===== config.mk =====
export PLATFORM = sky130hd
export DESIGN_NAME = video_timing_generator
export DESIGN_NICKNAME = d
export VERILOG_FILES = /design/src/rtl/video_timing_generator.sv
export SDC_FILE = /design/constraint.sdc
export NUM_CORES = 1
export LEC_CHECK = 0
export ABC_AREA = 1
export CAP_MARGIN = 10
export CORE_ASPECT_RATIO = 0.5
export CORE_MARGIN = 8
export CORE_UTILIZATION = 58
export CTS_BUF_LIST = sky130_fd_sc_hd__clkbuf_16
export CTS_CLUSTER_SIZE = 20
export DETAILED_ROUTE_END_ITERATION = 6
export GPL_TIMING_DRIVEN = 0
export MAX_ROUTING_LAYER = met4
export PLACE_DENSITY_LB_ADDON = 0.2
export SETUP_SLACK_MARGIN = 0.3
export SLEW_MARGIN = 10
export SYNTH_ARGS = -nofsm -noshare
export SYNTH_HDL_FRONTEND = slang
export SYNTH_SLANG_ARGS = --single-unit

===== constraint.sdc =====
create_clock -name clk_i -period 2 [get_ports clk_i]
set_input_delay 0.6 -clock clk_i [delete_from_list [all_inputs] [get_ports clk_i]]
set_output_delay 0.6 -clock clk_i [all_outputs]
set_load 0.005 [all_outputs]

===== src/rtl/video_timing_generator.sv =====
// Raster timing source: walks an (h, v) pixel position once per clock and decodes
// the registered sync/visible/pulse bundle. Run/stop only takes effect on frame boundaries.
module video_timing_generator #(
  parameter int unsigned H_VISIBLE = 640,
  parameter int unsigned H_FRONT   = 16,
  parameter int unsigned H_SYNC    = 96,
  parameter int unsigned H_BACK    = 48,
  parameter int unsigned V_VISIBLE = 480,
  parameter int unsigned V_FRONT   = 10,
  parameter int unsigned V_SYNC    = 2,
  parameter int unsigned V_BACK    = 33
) (
  input  logic                                                     clk_i,
  input  logic                                                     rst_n_i,
  input  logic                                                     enable_i,
  output logic                                                     end_of_frame_o,
  output logic                                                     end_of_visible_line_o,
  output logic                                                     hsync_n_o,
  output logic                                                     vsync_n_o,
  output logic                                                     visible_o,
  output logic [$clog2(H_VISIBLE+H_FRONT+H_SYNC+H_BACK)-1:0]       x_o,
  output logic [$clog2(V_VISIBLE+V_FRONT+V_SYNC+V_BACK)-1:0]       y_o,
  output logic                                                     running_o
);

  localparam int unsigned H_TOTAL  = H_VISIBLE + H_FRONT + H_SYNC + H_BACK;
  localparam int unsigned V_TOTAL  = V_VISIBLE + V_FRONT + V_SYNC + V_BACK;
  localparam int unsigned HW       = $clog2(H_TOTAL);
  localparam int unsigned VW       = $clog2(V_TOTAL);
  localparam int unsigned HS_START = H_VISIBLE + H_FRONT;
  localparam int unsigned HS_END   = HS_START + H_SYNC;
  localparam int unsigned VS_START = V_VISIBLE + V_FRONT;
  localparam int unsigned VS_END   = VS_START + V_SYNC;

  typedef enum logic [1:0] {
    ST_IDLE  = 2'd0,
    ST_RUN   = 2'd1,
    ST_DRAIN = 2'd2
  } state_t;

  state_t          r_state;
  logic [HW-1:0]   r_h;
  logic [VW-1:0]   r_v;
  logic            r_visible;
  logic            r_eovl;
  logic            r_eof;
  logic            r_hsync_n;
  logic            r_vsync_n;
  logic            r_running;
  logic [HW-1:0]   r_x;
  logic [VW-1:0]   r_y;

  logic            w_active;
  logic            w_h_last;
  logic            w_v_last;
  logic            w_frame_last;
  logic            w_h_vis;
  logic            w_v_vis;
  logic            w_h_sync;
  logic            w_v_sync;
  logic [HW-1:0]   w_h_next;
  logic [VW-1:0]   w_v_next;

  // Position decode from the current counters; registered below for one-cycle latency.
  assign w_active     = (r_state != ST_IDLE);
  assign w_h_last     = (r_h == HW'(H_TOTAL - 1));
  assign w_v_last     = (r_v == VW'(V_TOTAL - 1));
  assign w_frame_last = w_h_last && w_v_last;
  assign w_h_vis      = (r_h < HW'(H_VISIBLE));
  assign w_v_vis      = (r_v < VW'(V_VISIBLE));
  assign w_h_sync     = (r_h >= HW'(HS_START)) && (r_h < HW'(HS_END));
  assign w_v_sync     = (r_v >= VW'(VS_START)) && (r_v < VW'(VS_END));
  assign w_h_next     = w_h_last ? '0 : r_h + HW'(1);
  assign w_v_next     = !w_h_last ? r_v : (w_v_last ? '0 : r_v + VW'(1));

  always_ff @(posedge clk_i or negedge rst_n_i) begin
    if (!rst_n_i) begin
      r_state   <= ST_IDLE;
      r_h       <= '0;
      r_v       <= '0;
      r_visible <= 1'b0;
      r_eovl    <= 1'b0;
      r_eof     <= 1'b0;
      r_hsync_n <= 1'b1;
      r_vsync_n <= 1'b1;
      r_running <= 1'b0;
      r_x       <= '0;
      r_y       <= '0;
    end else begin
      r_visible <= w_active && w_h_vis && w_v_vis;
      r_eovl    <= w_active && (r_h == HW'(H_VISIBLE)) && w_v_vis;
      r_eof     <= w_active && w_frame_last;
      r_hsync_n <= !(w_active && w_h_sync);
      r_vsync_n <= !(w_active && w_v_sync);
      r_running <= w_active;
      r_x       <= w_active ? r_h : '0;
      r_y       <= w_active ? r_v : '0;

      // Counters sit at (0,0) in IDLE; the frame-last wrap returns them there on stop.
      if (w_active) begin
        r_h <= w_h_next;
        r_v <= w_v_next;
      end

      case (r_state)
        ST_IDLE: begin
          if (enable_i) r_state <= ST_RUN;
        end
        ST_RUN: begin
          if (!enable_i) r_state <= w_frame_last ? ST_IDLE : ST_DRAIN;
        end
        ST_DRAIN: begin
          if (enable_i)          r_state <= ST_RUN;
          else if (w_frame_last) r_state <= ST_IDLE;
        end
        default: r_state <= ST_IDLE;
      endcase
    end
  end

  assign visible_o             = r_visible;
  assign end_of_visible_line_o = r_eovl;
  assign end_of_frame_o        = r_eof;
  assign hsync_n_o             = r_hsync_n;
  assign vsync_n_o             = r_vsync_n;
  assign running_o             = r_running;
  assign x_o                   = r_x;
  assign y_o                   = r_y;

endmodule


==> results of run 1 <==
metal layers:
| layer | routed length [um] | global-route usage [%] | vias to the layer above |
|---|---|---|---|
| li1 | - | - | 848 |
| met1 | 2050 | 19.9 | 825 |
| met2 | 2110 | 25.0 | 43 |
| met3 | 249 | 4.80 | 8 |
| met4 | 78 | 7.23 | 0 |
| met5 | 0 | - | - |
final cells by class:
type	count	area share, %
clock buffers	5	4.78
well taps	51	2.44
multi-input cells	156	29.4
flip-flops and latches	48	46.0
plain buffers	5	1.10
inverters	37	5.31
repair buffers	29	10.5
clock inverters	3	0.478
placed cells by master, fill, tap and decap left out, drive strengths merged:
cell and instances:
clkbuf 7, buf 5, nor4 2, ha 4, o21ai 13, xor2 4
clkdlybuf4s50 1, nand4 9, nand3b 1, and3 1, inv 38, nand2 39
dlymetal6s2s 1, dfrtp 46, dlygate4sd2 25, dfstp 2, nand3 26, nor2 49
clkinv 2, nor3 5, a21oi 3
report_power, final:
part / total, uW / switching [uW] / internal, uW
Combinational: 391 / 248 / 143
Sequential: 1130 / 62.4 / 1070
Clock: 790 / 338 / 452
registers in the layout (all words and copies together), names as in the netlist:
signal                 cells
end_of_frame_o             1
end_of_visible_line_o      1
hsync_n_o                  1
r_h                       10
r_state                    2
r_v                       10
running_o                  1
visible_o                  1
vsync_n_o                  1
x_o                       10
y_o                       10
worst paths after layout:
| path | endpoint | depth (start not counted) | startpoint | slack, ns |
|---|---|---|---|---|
| max in group asynchronous | hsync_n_o$_DFF_PN1_ | 2 | rst_n_i | 1.10 |
| worst min-delay path | x_o[4]$_DFF_PN0_ | 1 | rst_n_i | 0.31 |
| worst max register to register | r_v[7]$_DFFE_PN0P_ | 8 | r_h[0]$_DFFE_PN0N_ | 0.42 |
| worst min register to register | r_state[0]$_DFFE_PN0P_ | 1 | r_state[1]$_DFFE_PN0P_ | 0.50 |
| min in group clk_i | r_state[0]$_DFFE_PN0P_ | 1 | r_state[1]$_DFFE_PN0P_ | 0.50 |
| worst max-delay path | vsync_n_o | 1 | vsync_n_o$_DFF_PN1_ | 0.37 |
what timing repair did:
action                                  4_1_cts  5_1_grt
resized for setup                            25        1
hold endpoints to repair                      0        0
endpoints found under the setup margin       25        1
through the flow:
step	setup TNS [ns]	utilization (%)	cells	instance area, um2
after global placement	-42.57	71.2	325	2490
final	0	75.0	334	2620
after floorplan	0	-	246	2140
after detailed placement	0	71.9	326	2510
after global routing	0	75.0	334	2620
after CTS	0	74.9	334	2620
cell families (layout without fill, tap and decap cells):
logic type,after synthesis,in the layout,synth area share (%)
XOR/XNOR,4,4,1.64
AO/OA/AOI/OAI,16,16,3.74
AND/OR/NAND/NOR,132,132,28.3
flip-flops,48,48,56.2
adder cells (fa/ha/maj),4,4,2.34
buffers and inverters,42,79,7.83
==> qor.log, run 1 <==
[setup_path] Data required, critical path 1.40 ns
[synth] distinct cell type count of the synthesized netlist 25
[floorplan] standard cell core area 3490 um2
[floorplan] placement row count 15
[setup_path] maximum fanout along the worst path 1
[route] drt via density 5.16
[floorplan] width of the die 102 um
[flow_run] number of maximum-capacitance constraint violations 0
[synth] Synth area leader dfrtp_1
[sta] minimum period implied by the final worst setup slack 1.63 ns
[route] Post-route DRC 0
[placement] number of I/O port buffers 28
[synth] number of synthesized flops with an enable pin 0
[synth] most numerous cell types in the synthesized netlist dfrtp_1, nor2_1, nand2_1
[clocking] number of setup buffers added after CTS 0
[floorplan] overall die area 6010 um2
[global_route] number of global-route vias before repair 1593
[synth] Post-Syn Area per Cell 8.71 um2
[sta] actual transition at the worst max-transition pin 0.596 ns
[outcome] result of the run finished, final reports clean
[sta] final clock skew 0.00583 ns
[sta] total setup violations reported at the end of the flow 0
[clocking] clk root buf clkbuf_16
[placement] DP Worst Slack 0.402 ns
[pwr] Final Total Pwr 2310 uW
[synth] cells after synthesis 246
[final_layout] Multi-input gate area 771 um2
[placement] final RePlAce weighted congestion 0.897
[setup_path] series of cell instances along the critical path dlygate4sd2_1
[sta] Relative slew margins 60.2%
[synth] Top FF cell, synth dfrtp_1
[route] First DRT Iteration DRCs 49
[setup_path] cell family with most CP delay flip-flops
[sta] final critical-path share of the clock period 81.4%
[pwr] Peak supply drop 0.406 mV
[route] First-pass DRT Iterations 4
[sta] final setup margin 0.373 ns
[hold_path] min-delay worst type primary input to async pin
[pwr] Leakage Power 0.00137 uW
[final_layout] number of nets in the final layout 289
[floorplan] I/O pin count 29
[global_route] global router's overall resource usage 16.4%
[sta] maximum frequency from static timing analysis 615 MHz
[final_layout] FF/Latch Area 1200 um2
[clocking] clock transition at the register clock pins on the worst setup and hold paths after CTS 0.06 ns
[final_layout] Area growth, synth to finish 22.2%
[clocking] CTS Buf Count 5
[final_layout] number of inserted diodes 0
[clocking] clock latency on the worst-skew pair 0.29 ns
[route] post-route antenna net violation count 0
[global_route] first-pass GRT wire length 7320 um
[setup_path] nature of the critical path startpoint register
[clocking] hold buffer count at cts 0
[setup_path] peak per-stage delay on the critical path 0.51 ns
[final_layout] share of cells above drive strength 1 8.83%
[route] Avg WL per Cell 13.4 um
[synth] Post-synth ARST share 100%
[sta] worst hold-check slack 0.313 ns
[setup_path] worst path bufs/invs 1
[sta] unrepaired setup endpoints after global routing false
[global_route] pin count of the biggest net entering global routing 26
[synth] most numerous cell in the Yosys netlist dfrtp_1
[clocking] TritonCTS clock tree yes
[sta] Pins Over Slew Limit 0
[clocking] H-tree level count 2
[synth] share of the synthesized area in the top cell type 53.7%
[floorplan] Initial Util 61.4%
[setup_path] cell at the slowest stage of the critical path dfstp_2
[setup_path] category of the worst setup path capture point primary output
[global_route] Congestion Overflow GR 0
[synth] Mapped Nets 253
[sta] final hold violations 0
[placement] estimated wirelength of the detail-placed design 3230 um
[synth] synth warn 0
[route] overall routed net length 4490 um
[final_layout] fill cell instance count of the final layout 273
[clocking] maximum clock insertion buffer count 2
[clocking] sinks on the clock net 48
[global_route] initial antenna violation count 0
[route] Vias 1724
[floorplan] vertical die dimension 59.0 um
[setup_path] Data arrival, critical path 1.03 ns
[pwr] power density cells 883 nW/um2
[synth] post-synthesis sequential element count 48
[synth] sequential cell area fraction in the yosys report 56.2%
[synth] Synth area leaders dfrtp_1, nor2_1, nand2_1
[setup_path] class of the most critical setup path register to primary output
[synth] synthesized cell area 2140 um2
Note: power is estimated with default switching activity, not from simulation.
==> run 2: changes to the inputs <==
--- a/config.mk
+++ b/config.mk
@@ -9,7 +9,7 @@
 export CAP_MARGIN = 10
 export CORE_ASPECT_RATIO = 0.5
 export CORE_MARGIN = 8
-export CORE_UTILIZATION = 58
+export CORE_UTILIZATION = 49
 export CTS_BUF_LIST = sky130_fd_sc_hd__clkbuf_16
 export CTS_CLUSTER_SIZE = 20
 export DETAILED_ROUTE_END_ITERATION = 6
==> constraint.sdc (replaced) <==
create_clock -name clk_i -period 1.3 [get_ports clk_i]
set_input_delay 0.39 -clock clk_i [delete_from_list [all_inputs] [get_ports clk_i]]
set_output_delay 0.39 -clock clk_i [all_outputs]
set_load 0.005 [all_outputs]
==> qor.log, run 2 (synthesized netlist as in run 1, its figures left out) <==
[placement] Post-Place Cell Area 2520 um2 [+0.30%]
[sta] final setup margin -0.140 ns [-0.513 ns]
[pwr] power density cells 1330 nW/um2 [+51%]
[sta] final hold violations 10 [+10]
[clocking] hold buffer count at cts 1 [+1]
[route] post-route antenna net violation count 0 [unchanged]
[sta] actual transition at the worst max-transition pin 0.285 ns [-0.311 ns]
[global_route] first-pass GRT wire length 8270 um [+13%]
[route] Avg WL per Cell 14.6 um [+8.3%]
[clocking] clock latency on the worst-skew pair 0.28 ns [about the same]
[sta] Relative slew margins 80.8% [+21 points]
[route] Vias 1876 [+8.8%]
[clocking] clock transition at the register clock pins on the worst setup and hold paths after CTS 0.06 ns [about the same]
[sta] total setup violations reported at the end of the flow 16 [+16]
[route] Post-route DRC 0 [unchanged]
[setup_path] maximum fanout along the worst path 5 [+4]
[final_layout] most frequent standard cell in the layout excluding fill and tap cells dfrtp_1
[global_route] number of global-route vias before repair 1746 [+9.6%]
[setup_path] nature of the critical path startpoint register
[floorplan] Initial Util 49.9% [-12 points]
[floorplan] standard cell core area 4300 um2 [+23%]
[global_route] initial antenna violation count 0 [unchanged]
[clocking] sinks on the clock net 48 [unchanged]
[sta] maximum frequency from static timing analysis 694 MHz
[setup_path] worst reg2reg endpoint r_v[9]$_DFFE_PN0P_
[flow_run] number of maximum-capacitance constraint violations 0 [unchanged]
[setup_path] Data arrival, critical path 1.66 ns [+0.63 ns]
[floorplan] vertical die dimension 62.8 um [+6.4%]
[sta] unrepaired setup endpoints after global routing true
[final_layout] fill cell instance count of the final layout 295 [+8.1%]
[route] First DRT Iteration DRCs 105 [+110%]
[final_layout] Area growth, synth to finish 41.1%
[setup_path] Worst Reg2Reg Path Length in Cells 8 [unchanged]
[placement] number of I/O port buffers 28 [unchanged]
[final_layout] number of inserted diodes 0 [unchanged]
[sta] final critical-path share of the clock period 111%
[clocking] maximum clock insertion buffer count 2 [unchanged]
[final_layout] top library cells by usage in the layout, fill and taps aside dfrtp_1, nor2_1, nand2_1
[setup_path] category of the worst setup path capture point register
[setup_path] class of the most critical setup path register to register
[global_route] global router's overall resource usage 15.7% [-0.64 points]
[sta] minimum period implied by the final worst setup slack 1.44 ns
[clocking] CTS Buf Count 5 [unchanged]
[placement] total placed cells including tap cells 332 [+1.8%]
[route] drt via density 5.17 [+0.12%]
[setup_path] crit path launch r_h[0]$_DFFE_PN0N_
[route] First-pass DRT Iterations 4 [unchanged]
[final_layout] non-filler cells in the finished layout 363 [+8.7%]
[outcome] result of the run finished, violations left
[global_route] Congestion Overflow GR 0 [unchanged]
[floorplan] placement row count 17 [+2]
[sta] worst hold-check slack -0.0305 ns [-0.343 ns]
[final_layout] Multi-input gate area 983 um2 [+28%]
[setup_path] r2r setup slk -0.14 ns [-0.56 ns]
[clocking] H-tree level count 2 [unchanged]
[global_route] pin count of the biggest net entering global routing 39 [+50%]
[placement] final RePlAce weighted congestion 0.893 [-0.42%]
[final_layout] post-route cell area 3020 um2 [+15%]
[sta] final clock skew 0.00270 ns [-0.00314 ns]
[setup_path] CP Capture Point r_v[9]$_DFFE_PN0P_
[setup_path] Data required, critical path 1.52 ns [+0.12 ns]
[setup_path] startpoint of the worst-slack reg-to-reg timing path r_h[0]$_DFFE_PN0N_
[pwr] Peak supply drop 0.718 mV [+77%]
[placement] estimated wirelength of the detail-placed design 3070 um [-5.2%]
[hold_path] min-delay worst type primary input to async pin
[floorplan] width of the die 110 um [+7.4%]
[final_layout] number of nets in the final layout 313 [+8.3%]
[final_layout] FF/Latch Area 1210 um2 [+0.42%]
[outcome] violations in the final reports hold timing, setup timing
[sta] Pins Over Slew Limit 0 [unchanged]
[floorplan] I/O pin count 29 [unchanged]
[route] overall routed net length 5290 um [+18%]
[clocking] clk root buf clkbuf_16
[pwr] Leakage Power 0.00150 uW [+9.2%]
[clocking] TritonCTS clock tree yes
[floorplan] overall die area 6870 um2 [+14%]
[final_layout] share of cells above drive strength 1 40.5% [+32 points]
==> run 2: cell count changes in the layout (fill, tap and decap cells not counted), moves of 5 or more <==
| cell | change |
|---|---|
| buf_2 | +23 |
| buf_4 | +15 |
| buf_6 | +11 |
| dlygate4sd2_1 | -25 |
| inv_1 | -12 |
| inv_2 | +7 |
| nand2_1 | -8 |
| nand2_4 | +5 |
| nand3_1 | -11 |
| nand3_2 | +8 |
| o21ai_0 | -5 |
==> run 2: area by class of cell <==
cell class,instances,share of cell area (%)
clock buffer,5,4.14
sequential,48,40.0
multi-input combinational,156,32.5
inverter,37,5.09
tap,57,2.36
buffer,5,2.69
clock inverter,2,0.248
timing repair buffer,53,13.0
==> run 2: metal layers <==
metal	global-route usage [%]	up-vias	wire, um
li1	-	899	-
met2	24.4	61	2540
met3	5.35	12	333
met4	4.34	0	112
met5	-	-	0
met1	19.0	904	2300
==> run 2: worst max-delay path, stage by stage, from the launching register on <==
cell     delay, ns
dfrtp_1       0.36
ha_2          0.19
nand2_2       0.06
nor2_4        0.16
nand3_2       0.13
nor2_4        0.17
buf_6         0.15
nand4_1       0.08
nand2_1       0.08
==> run 2: what timing repair did <==
action	in CTS	in global routing
pin swaps	10	21
endpoints found under the setup margin	70	80
buffers inserted	11	12
hold endpoints to repair	10	10
gates cloned	1	0
resized for setup	150	45
==> run 2: how the worst min path moves through the flow <==
stage,to,startpoint
2_1_floorplan,end_of_frame_o$_DFF_PN0_,rst_n_i
3_3_place_gp,r_state[0]$_DFFE_PN0P_,r_state[1]$_DFFE_PN0P_
3_5_place_dp,y_o[5]$_DFF_PN0_,rst_n_i
4_1_cts,y_o[7]$_DFF_PN0_,rst_n_i
5_1_grt,y_o[5]$_DFF_PN0_,rst_n_i
6_report,y_o[5]$_DFF_PN0_,rst_n_i
==> run 2: metrics by stage <==
stage / utilization (%) / setup TNS (ns) / total power, uW / hold WS, ns / setup WS [ns]
after floorplan: - / -0.0301 / 2150 / 0.0944 / -0.0101
after global placement: 58.2 / -70.82 / 2390 / 0.449 / -1.46
after detailed placement: 58.6 / -2.11 / 2410 / 0.284 / -0.211
after CTS: 64.9 / -1.46 / 3750 / 0.0860 / -0.158
after global routing: 70.4 / -2.58 / 4210 / -0.0134 / -0.212
final: 70.4 / -1.46 / 4020 / -0.0305 / -0.140
==> run 2: power by group <==
| group | leakage (uW) | switching (uW) | internal (uW) |
|---|---|---|---|
| registers | 0.000631 | 96.7 | 1650 |
| logic | 0.000804 | 607 | 465 |
| clock network | 0.0000648 | 517 | 689 |
==> run 3: changes to the inputs <==
--- a/config.mk
+++ b/config.mk
@@ -5,15 +5,13 @@
 export SDC_FILE = /design/constraint.sdc
 export NUM_CORES = 1
 export LEC_CHECK = 0
-export ABC_AREA = 1
 export CAP_MARGIN = 10
 export CORE_ASPECT_RATIO = 0.5
 export CORE_MARGIN = 8
-export CORE_UTILIZATION = 49
+export CORE_UTILIZATION = 48
 export CTS_BUF_LIST = sky130_fd_sc_hd__clkbuf_16
 export CTS_CLUSTER_SIZE = 20
 export DETAILED_ROUTE_END_ITERATION = 6
-export GPL_TIMING_DRIVEN = 0
 export MAX_ROUTING_LAYER = met4
 export PLACE_DENSITY_LB_ADDON = 0.2
 export SETUP_SLACK_MARGIN = 0.3
==> constraint.sdc (replaced) <==
create_clock -name clk_i -period 1.3 [get_ports clk_i]
set_input_delay 0.39 -clock clk_i [delete_from_list [all_inputs] [get_ports clk_i]]
set_output_delay 0.39 -clock clk_i [all_outputs]
set_load 0.1 [all_outputs]
==> qor.log, run 3 <==
[global_route] pin count of the biggest net entering global routing 49 [+26%]
[pwr] combinational cell fraction of total power 38.6% [+12 points]
[setup_path] cell at the slowest stage of the critical path or4_1
[route] First DRT Iteration DRCs 119 [+13%]
[pwr] Leakage Power 0.00166 uW [+11%]
[setup_path] category of the worst setup path capture point register
[sta] worst hold-check slack 0.0979 ns [+0.128 ns]
[synth] most numerous cell in the Yosys netlist dfrtp_1
[setup_path] maximum fanout along the worst path 5 [unchanged]
[floorplan] standard cell core area 3940 um2 [-8.2%]
[floorplan] Initial Util 50.5% [+0.68 points]
[synth] Mapped Nets 185 [-27%]
[flow_run] number of maximum-capacitance constraint violations 0 [unchanged]
[floorplan] I/O pin count 29 [unchanged]
[outcome] violations in the final reports setup timing
[synth] Top FF cell, synth dfrtp_1
[synth] post-synthesis sequential element count 48 [unchanged]
[placement] DP Worst Slack -0.441 ns [-0.230 ns]
[synth] Synth area leader dfrtp_1
[setup_path] nature of the critical path startpoint register
[setup_path] r2r setup slk -0.41 ns [-0.27 ns]
[setup_path] Data required, critical path 1.53 ns [about the same]
[final_layout] number of inserted diodes 0 [unchanged]
[setup_path] class of the most critical setup path register to register
[sta] final clock skew 0.00653 ns [+0.00384 ns]
[global_route] met3 GRT Util 6.26% [+0.91 points]
[clocking] CTS Buf Count 5 [unchanged]
[synth] Post-synth ARST share 100% [unchanged]
[global_route] most used routing layer met2
[pwr] power density cells 1450 nW/um2 [+8.7%]
[setup_path] CP Depth 5 [-3]
[synth] synth warn 0 [unchanged]
[setup_path] series of cell instances along the critical path ha_4, o2111ai_4, or3_4, or4_1, nand3_1
[floorplan] overall die area 6600 um2 [-4.0%]
[synth] Post-Syn Area per Cell 11.2 um2 [+29%]
[synth] most numerous cell types in the synthesized netlist dfrtp_1, nor2_1, and2_1
[clocking] hold buffer count at cts 0 [-1]
[clocking] clock transition at the register clock pins on the worst setup and hold paths after CTS 0.07 ns [about the same]
[route] Avg WL per Cell 25.6 um [+76%]
[global_route] number of global-route vias before repair 1968 [+13%]
[floorplan] width of the die 107 um [-2.2%]
[route] overall routed net length 8430 um [+59%]
[synth] Synth area leaders dfrtp_1, and2_1, nor2_1
[global_route] initial antenna violation count 0 [unchanged]
[route] drt via density 5.95 [+15%]
[clocking] maximum clock insertion buffer count 2 [unchanged]
[sta] unrepaired setup endpoints after global routing true
[synth] distinct cell type count of the synthesized netlist 37 [+48%]
[setup_path] Worst Reg2Reg Path Length in Cells 5 [-3]
[sta] maximum frequency from static timing analysis 584 MHz [-16%]
[pwr] proportion of total power due to net switching 36.8% [+6.5 points]
[synth] synthesized cell area 1990 um2 [-7.0%]
[clocking] TritonCTS clock tree yes
[floorplan] vertical die dimension 61.6 um [-1.9%]
[final_layout] share of cells above drive strength 1 64.7% [+24 points]
[synth] share of the synthesized area in the top cell type 57.8% [+4.0 points]
[synth] cells after synthesis 178 [-28%]
[outcome] result of the run finished, violations left
[final_layout] top library cells by usage in the layout, fill and taps aside buf_4, buf_12, dfrtp_4
[sta] total setup violations reported at the end of the flow 71 [+55]
[pwr] proportion of power drawn by the clock network 26.7% [-3.3 points]
[global_route] met2 layer usage reported by global route 39.3% [+15 points]
[placement] estimated wirelength of the detail-placed design 3610 um [+18%]
[placement] number of I/O port buffers 28 [unchanged]
[hold_path] min-delay worst type primary input to async pin
[global_route] global router's overall resource usage 22.3% [+6.6 points]
[global_route] first-pass GRT wire length 10600 um [+28%]
[setup_path] Data arrival, critical path 1.94 ns [+0.28 ns]
[global_route] global routing met1 resource utilization 23.1% [+4.1 points]
[sta] actual transition at the worst max-transition pin 0.369 ns [+0.0839 ns]
[route] post-route antenna net violation count 0 [unchanged]
[clocking] H-tree level count 2 [unchanged]
[setup_path] peak per-stage delay on the critical path 0.44 ns [+0.08 ns]
[pwr] Peak supply drop 1.31 mV [+82%]
[setup_path] worst path bufs/invs 0 [-1]
[setup_path] crit path launch r_h[0]$_DFFE_PN0N_
[sta] final hold violations 0 [-10]
[final_layout] utilization of the core after routing 95.6% [+25 points]
[synth] number of synthesized flops with an enable pin 0 [unchanged]
[route] Vias 1959 [+4.4%]
[pwr] P_int 3440 uW [+23%]
[placement] final RePlAce weighted congestion 0.862 [-3.6%]
[sta] final setup margin -0.413 ns [-0.272 ns]
[setup_path] worst reg2reg endpoint r_v[7]$_DFFE_PN0P_
[setup_path] CP Capture Point r_v[7]$_DFFE_PN0P_
[setup_path] startpoint of the worst-slack reg-to-reg timing path r_h[0]$_DFFE_PN0N_
[sta] final critical-path share of the clock period 132% [+21 points]
[sta] Pins Over Slew Limit 0 [unchanged]
[route] Post-route DRC 0 [unchanged]
[pwr] sequential fraction of design power 34.7% [-8.7 points]
[route] First-pass DRT Iterations 5 [+1]
[pwr] net switching power of the design 2010 uW [+65%]
[sta] Relative slew margins 75.0% [-5.8 points]
[setup_path] cell family with most CP delay simple AND/OR/NAND/NOR gates
[final_layout] post-route cell area 3770 um2 [+25%]
[synth] sequential cell area fraction in the yosys report 60.4% [+4.2 points]
[final_layout] Area growth, synth to finish 89.1%
[floorplan] placement row count 16 [-1]
[final_layout] fill cell instance count of the final layout 81 [-73%]
[global_route] Congestion Overflow GR 0 [unchanged]
[placement] Post-Place Cell Area 3010 um2 [+19%]
[clocking] sinks on the clock net 48 [unchanged]
[sta] minimum period implied by the final worst setup slack 1.71 ns [+0.272 ns]
[sta] accumulated negative setup slack -10.33 ns [-8.87 ns]
[clocking] clk root buf clkbuf_16
[clocking] clock latency on the worst-skew pair 0.29 ns [about the same]
[final_layout] number of nets in the final layout 281 [-10%]
[final_layout] most frequent standard cell in the layout excluding fill and tap cells buf_4
-- run 3: cell count changes after synthesis, moves of 4 or more --
cell     delta
nand4_1     -6
o21ai_1     -6
nor2_1     -25
xnor2_1     +6
nand2_1    -27
and2_1     +14
inv_1      -22
inv_2       -4
nand3_1    -14
-- run 3: cell families after synthesis --
| group | after synthesis | share of synthesized area (%) |
|---|---|---|
| simple gates | 82 | 22.0 |
| compound gates | 19 | 7.35 |
| mux | 2 | 1.07 |
| fa+ha+maj | 4 | 2.51 |
| xor+xnor | 9 | 3.96 |
| buf+inv | 14 | 2.76 |
| flops | 48 | 60.4 |
-- run 3: cell type report --
cell class | instances | area [um2] | area share, %
timing repair buffer | 91 | 1120 | 29.7
timing repair inverter | 2 | 20.0 | 0.531
multi-input combinational | 116 | 1050 | 27.8
clock buffer | 5 | 125 | 3.32
inverter | 10 | 50.0 | 1.33
sequential | 48 | 1300 | 34.6
clock inverter | 3 | 37.5 | 0.996
tap | 54 | 67.6 | 1.79
-- run 3: metal layers --
metal,up-vias,routed length [um]
met1,961,3230
met3,51,711
met5,-,0
li1,805,-
met4,0,535
met2,142,3950
-- run 3: power groups by stage --
stage / Clock (uW) / Sequential, uW / Combinational [uW]
floorplan: 0 / 2350 / 352
global placement: 0 / 1850 / 1470
detailed placement: 0 / 1870 / 1510
CTS: 1430 / 1860 / 1770
global route: 1520 / 1900 / 2170
finish: 1460 / 1890 / 2100
-- run 3: worst min-delay path by stage --
stage | from | end
after floorplan | rst_n_i | r_h[0]$_DFFE_PN0N_
after global placement | rst_n_i | y_o[6]$_DFF_PN0_
after detailed placement | rst_n_i | r_v[6]$_DFFE_PN0P_
after CTS | rst_n_i | running_o$_DFF_PN0_
after global routing | rst_n_i | y_o[8]$_DFF_PN0_
final | rst_n_i | r_v[8]$_DFFE_PN0P_
-- run 3: timing repair --
| item | 4_1_cts | 5_1_grt |
|---|---|---|
| setup endpoints to repair | 73 | 74 |
| cloned | 1 | 1 |
| setup buffers | 12 | 10 |
| gates resized for setup | 58 | 32 |
| pin swaps | 7 | 15 |
| endpoints found under the hold margin | 0 | 0 |
-- run 3: per-stage QoR --
step	power (uW)	cells
floorplan	2710	178
CTS	5060	318
detailed placement	3380	297
global placement	3320	297
finish	5450	329
global route	5590	329
